`config.mk`:
```
export PLATFORM = sky130hd
export DESIGN_NAME = mux4_rr_arbiter_flat
export DESIGN_NICKNAME = d
export VERILOG_FILES = /design/src/rtl/mux4_rr_arbiter_if.sv /design/src/rtl/mux4_rr_arbiter.sv /design/src/flat_wrapper.sv
export SDC_FILE = /design/constraint.sdc
export NUM_CORES = 1
export LEC_CHECK = 0
export CAP_MARGIN = 20
export CORE_MARGIN = 2
export CORE_UTILIZATION = 30
export CTS_BUF_LIST = sky130_fd_sc_hd__clkbuf_16
export DETAILED_ROUTE_END_ITERATION = 8
export PLACE_DENSITY = 0.46
export SLEW_MARGIN = 5
export SYNTH_ARGS = -nofsm -noshare
export SYNTH_HDL_FRONTEND = slang
export SYNTH_SLANG_ARGS = --single-unit
```
`constraint.sdc`:
```
create_clock -name clk -period 6.2 [get_ports clk]
set_clock_uncertainty 0.15 [all_clocks]
set_input_delay 0.62 -clock clk [delete_from_list [all_inputs] [get_ports clk]]
set_output_delay 0.62 -clock clk [all_outputs]
set_load 0.01 [all_outputs]
```
`src/rtl/mux4_rr_arbiter_if.sv`:
```
// Request/grant/select bundle between the four requesters and the 4:1 mux arbiter.
interface mux4_rr_arbiter_if;
  logic [3:0] req;
  logic [3:0] gnt;
  logic       S1;
  logic       S0;
  logic       busy;

  modport master (output req, input gnt, S1, S0, busy);
  modport slave  (input req, output gnt, S1, S0, busy);
endinterface

```
`src/rtl/mux4_rr_arbiter.sv`:
```
// Round-robin arbiter driving the 4:1 mux selects, with a bounded grant tenure
// so a persistent requester cannot starve the others.
module mux4_rr_arbiter #(
  parameter int unsigned MAX_HOLD = 4
) (
  input  logic                     clk,
  input  logic                     rst,
  mux4_rr_arbiter_if.slave         bus
);

  localparam int unsigned NUM_REQ = 4;
  localparam int unsigned IDX_W   = 2;
  localparam int unsigned HOLD_W  = 8;

  typedef enum logic {
    IDLE,
    GRANT
  } state_t;

  state_t              state;
  logic [IDX_W-1:0]    owner;
  logic [IDX_W-1:0]    ptr;
  logic [HOLD_W-1:0]   hold_cnt;
  logic [NUM_REQ-1:0]  gnt_q;
  logic                busy_q;

  // First set bit scanning p, p+1, ... modulo 4; MSB of result flags a winner.
  function automatic logic [IDX_W:0] rr_pick(input logic [NUM_REQ-1:0] r,
                                             input logic [IDX_W-1:0]   p);
    logic [IDX_W:0]   res;
    logic [IDX_W-1:0] idx;
    res = '0;
    for (int i = NUM_REQ - 1; i >= 0; i--) begin
      idx = p + IDX_W'(i);
      if (r[idx]) res = {1'b1, idx};
    end
    return res;
  endfunction

  logic [NUM_REQ-1:0] others;
  logic [IDX_W:0]     win_any;
  logic [IDX_W:0]     win_oth;
  logic               at_max;
  logic               do_grant;
  logic [IDX_W-1:0]   grant_idx;
  logic               go_idle;
  logic               reload;
  logic               inc;

  assign others  = bus.req & ~(NUM_REQ'(1) << owner);
  assign win_any = rr_pick(bus.req, ptr);
  assign win_oth = rr_pick(others, ptr);
  assign at_max  = (hold_cnt == HOLD_W'(MAX_HOLD));

  // Next-action decode: release, forced rotation on expiry, reload, or extend tenure.
  always_comb begin
    do_grant  = 1'b0;
    grant_idx = win_any[IDX_W-1:0];
    go_idle   = 1'b0;
    reload    = 1'b0;
    inc       = 1'b0;
    case (state)
      IDLE: do_grant = win_any[IDX_W];
      GRANT: begin
        if (!bus.req[owner]) begin
          if (win_any[IDX_W]) do_grant = 1'b1;
          else                go_idle  = 1'b1;
        end else if (at_max) begin
          if (win_oth[IDX_W]) begin
            do_grant  = 1'b1;
            grant_idx = win_oth[IDX_W-1:0];
          end else begin
            reload = 1'b1;
          end
        end else begin
          inc = 1'b1;
        end
      end
      default: go_idle = 1'b1;
    endcase
  end

  always_ff @(posedge clk or posedge rst) begin
    if (rst) begin
      state    <= IDLE;
      owner    <= '0;
      ptr      <= '0;
      hold_cnt <= '0;
      gnt_q    <= '0;
      busy_q   <= 1'b0;
    end else if (do_grant) begin
      state    <= GRANT;
      owner    <= grant_idx;
      ptr      <= grant_idx + IDX_W'(1);
      hold_cnt <= HOLD_W'(1);
      gnt_q    <= NUM_REQ'(1) << grant_idx;
      busy_q   <= 1'b1;
    end else if (go_idle) begin
      state    <= IDLE;
      gnt_q    <= '0;
      busy_q   <= 1'b0;
    end else if (reload) begin
      hold_cnt <= HOLD_W'(1);
    end else if (inc) begin
      hold_cnt <= hold_cnt + HOLD_W'(1);
    end
  end

  // owner is a register, so the selects carry no combinational path from req.
  assign bus.gnt  = gnt_q;
  assign bus.busy = busy_q;
  assign bus.S1   = owner[1];
  assign bus.S0   = owner[0];

endmodule
```
`src/flat_wrapper.sv`:
```
// flat-port wrapper written by rule: the top's interface ports become plain ports
module mux4_rr_arbiter_flat 
#(
  parameter int unsigned MAX_HOLD = 4
)
  (clk, rst, bus_req, bus_gnt, bus_S1, bus_S0, bus_busy);
  mux4_rr_arbiter_if bus_i ();
  input  logic clk;
  input  logic rst;
  input wire logic [$bits(bus_i.req)-1:0] bus_req;
  output wire logic [$bits(bus_i.gnt)-1:0] bus_gnt;
  output wire logic [$bits(bus_i.S1)-1:0] bus_S1;
  output wire logic [$bits(bus_i.S0)-1:0] bus_S0;
  output wire logic [$bits(bus_i.busy)-1:0] bus_busy;
  assign bus_i.req = bus_req;
  assign bus_gnt = bus_i.gnt;
  assign bus_S1 = bus_i.S1;
  assign bus_S0 = bus_i.S0;
  assign bus_busy = bus_i.busy;
  mux4_rr_arbiter #(.MAX_HOLD(MAX_HOLD)) u_core (.clk(clk), .rst(rst), .bus(bus_i));
endmodule
```
==> results by group <==
Critical path
  • Bufs and invs on worst path: 1
  • Critical path class: input port to flip-flop
  • CP Data Arrival Time: roughly 2.8 ns
  • CP max FO: 12
  • Worst path max stage delay: ~0.75 ns
  • Crit start category: input port
  • R2R Path End: u_core.ptr[0]$_DFFE_PP0P_
  • Reg-to-reg startpoint: u_core.ptr[0]$_DFFE_PP0P_
  • R2R Setup Slk: 3.65 ns
  • Critical Path RT: 6.18 ns
  • Slowest CP cell: clkdlybuf4s50_1
  • Reg2Reg Depth: 6
  • CP Cell Sequence: clkdlybuf4s50_1 > mux2i_1 > o22ai_4 > o2111ai_4 > a211oi_2 > nor2_1 > a22o_1
  • CP top delay family: compound AO/OA/AOI/OAI gates
  • Endpoint class of the critical path: flip-flop

CTS
  • Num CTS Buffers: 3
  • Clock sink count: 17
  • CTS max path bufs: 2
  • Skew-Pair Late Insertion Delay: 0.24 ns
  • Post-CTS Setup Inserts: 0
  • CTS H-tree depth: 1
  • CTS clk-pin slew, worst paths: about 0.050 ns
  • Root Buffer: clkbuf_16
  • # resized after CTS: 0
  • CTS Hold Buffers Added: 0
  • TritonCTS clock tree: yes

Hold path
  • Worst min path class: flip-flop to flip-flop
  • Worst Hold Depth: 2
  • Hold_sp: u_core.bus.gnt[1]$_DFFE_PP0P_
  • Hold path endpoint: u_core.bus.gnt[1]$_DFFE_PP0P_

Global routing
  • Global-route wire length before repair: 5110 microns
  • Vias in the first global route: ~1100
  • Initial antenna violation count: 0
  • GRT Total Usage: around 13%
  • Aggregate global routing overflow: 0
  • Largest net degree at the start of global routing: 18

Floorplanning
  • Die Area: 4950 sq um
  • Num rows: 24
  • Initial core utilization: between 30 and 40%
  • Core Area: 4290 sq um
  • Die X: ~70 microns
  • Die Y: between 70 and 80 microns
  • Boundary pin count: 13

Synthesis
  • Syn Area/Cell: about 9.2 sq um
  • Post-synth top flop: dfrtp_1
  • Net Count, Synth: 152
  • Yosys warning count: 0
  • Synthesized flop and latch total: 17
  • Netlist cell types: 51
  • Top cell type's share of synthesized area: 32.2%
  • Post-synthesis async set-or-reset flop share: 100%
  • Post-Syn Instances: 144
  • Post-synth EDFFs: 0
  • Main area contributors after synthesis: dfrtp_1, mux2i_1, nor2_1, o21ai_0, nand2_1
  • Largest area contributor in the netlist: dfrtp_1
  • Sequential element share of the synthesized area: between 30% and 40%
  • Post-Syn Area: about 1300 sq um

Outcome
  • Status: finished clean

Place
  • DP Area: roughly 1500 sq um
  • Routability Congestion: around 0.82
  • DP Wirelength: 2170 microns
  • Placed insts: 200
  • Port Buf Inserts: 12

STA
  • Max Clock Freq: about 0.36 GHz
  • Worst slew pin tran: ~0.7 ns
  • Relative slew margins: between 50% and 60%
  • Post-layout minimum cycle time: 2.81 ns
  • Max-slew violations: 0
  • Final setup fails: 0
  • Unrepaired setup endpoints after global routing: no
  • Count of final hold-check violations: 0
  • Tcrit/Tclk final: between 40% and 50%
  • Total Neg Setup Slack: 0 ns

Cells and area
  • Final cell count without fillers: between 200 and 250
  • # diodes: 0
  • Fin nets: around 160
  • Final Cell Area: about 1500 sq um
  • Share of layout cells above drive strength 1: 10.5%
  • Area Growth Syn to Fin: 15.9%
  • Commonest cells after routing, fill and taps aside: nor2_1, dfrtp_1, nand2_1, clkdlybuf4s50_1, o21ai_0

Run
  • Max-cap viol count: 0

Route
  • Detailed router's first-iteration violation count: 77
  • Drt first pass iters: 4
  • Total Routed Length: 2910 microns
  • Via/cell ratio: between 5 and 6
  • Final ANT Viol Nets: 0
  • Routed len/inst: approximately 14 microns
  • Vias post-DR: between 1000 and 1500
  • DRC viols: 0

Power and ir drop
  • Leakage power: roughly 0.61 nW
  • Worst VDD drop: between 0.15 and 0.2 mV
  • Power density over cell area: around 470 nW/um^2
  • Total power: between 0.7 and 0.8 mW
[cell families (layout without fill, tap and decap cells)]
kind of cell	count (synthesis)	after routing	share of synthesized area (%)
flops	17	17	32.2
fa+ha+maj	2	2	1.89
simple gates	52	52	20.6
compound gates	45	45	28.5
buf+inv	16	24	6.34
mux	10	10	7.67
xor+xnor	2	2	2.75
[state kept, by name, indices dropped and copies added (netlist names)]
name and count:
u_core.ptr 2, u_core.bus.gnt 4, u_core.state 1, u_core.owner 2, u_core.hold_cnt 8
[area by class of cell]
cell class	instances	area (sq um)
clock inverters	1	3.75
clock buffers	3	75.1
fillers	449	2760
well taps	52	65.1
inverters	8	30.0
flip-flops and latches	17	425
multi-input cells	111	812
repair buffers	12	120
[cell usage after synthesis, types with 2 or more instances]
library cell / count
o21ai_1: 2
o21ai_0: 11
nand2b_1: 2
nor2_1: 17
buf_6: 2
nand2_1: 12
a21oi_1: 4
o31ai_1: 2
a21boi_0: 2
a22o_1: 2
and3_1: 3
a221o_1: 2
dfrtp_1: 17
ha_1: 2
mux2i_1: 9
and2_1: 2
a221oi_2: 2
o21a_1: 3
inv_1: 8
nand3_1: 4
nor3b_1: 3
buf_2: 3
nor2b_1: 2
[metrics by stage]
stage	setup WS (ns)	hold slack [ns]	util, %
3_5_place_dp	3.14	0.330	33.8
2_1_floorplan	3.93	0.338	-
6_report	3.39	0.344	35.7
3_3_place_gp	3.20	0.339	33.8
5_1_grt	3.19	0.396	35.7
4_1_cts	3.39	0.347	35.7
[layer usage]
metal,GRT usage [%],wire [microns],vias up
met4,3.85,17,0
li1,-,-,543
met5,0,0,-
met2,18.9,1250,18
met3,1.73,120,2
met1,18.8,1520,504
[report_power, final]
group / switching [mW] / internal [mW] / leakage [nW]
combinational: 0.191 / 0.181 / 0.358
clock: 0.0419 / 0.0856 / 0.0423
sequential: 0.0706 / 0.144 / 0.213
[worst reg2reg max path, cell delays in order (launching register included)]
cell and delay [ns]:
dfrtp_1 0.79, mux2_2 0.41, a221oi_1 0.33, o32ai_2 0.18
a221oi_2 0.32, nor2_1 0.13, o21a_1 0.12
[worst max-delay path by stage]
stage                from  cells after the start                       endpoint
2_1_floorplan  bus_req[0]                      7      u_core.ptr[0]$_DFFE_PP0P_
3_3_place_gp   bus_req[1]                      7  u_core.bus.gnt[0]$_DFFE_PP0P_
3_5_place_dp   bus_req[1]                      7  u_core.bus.gnt[0]$_DFFE_PP0P_
4_1_cts        bus_req[1]                      7  u_core.bus.gnt[0]$_DFFE_PP0P_
5_1_grt        bus_req[1]                      7  u_core.bus.gnt[0]$_DFFE_PP0P_
6_report       bus_req[1]                      7  u_core.bus.gnt[0]$_DFFE_PP0P_
Note: power is estimated with default switching activity, not from simulation.
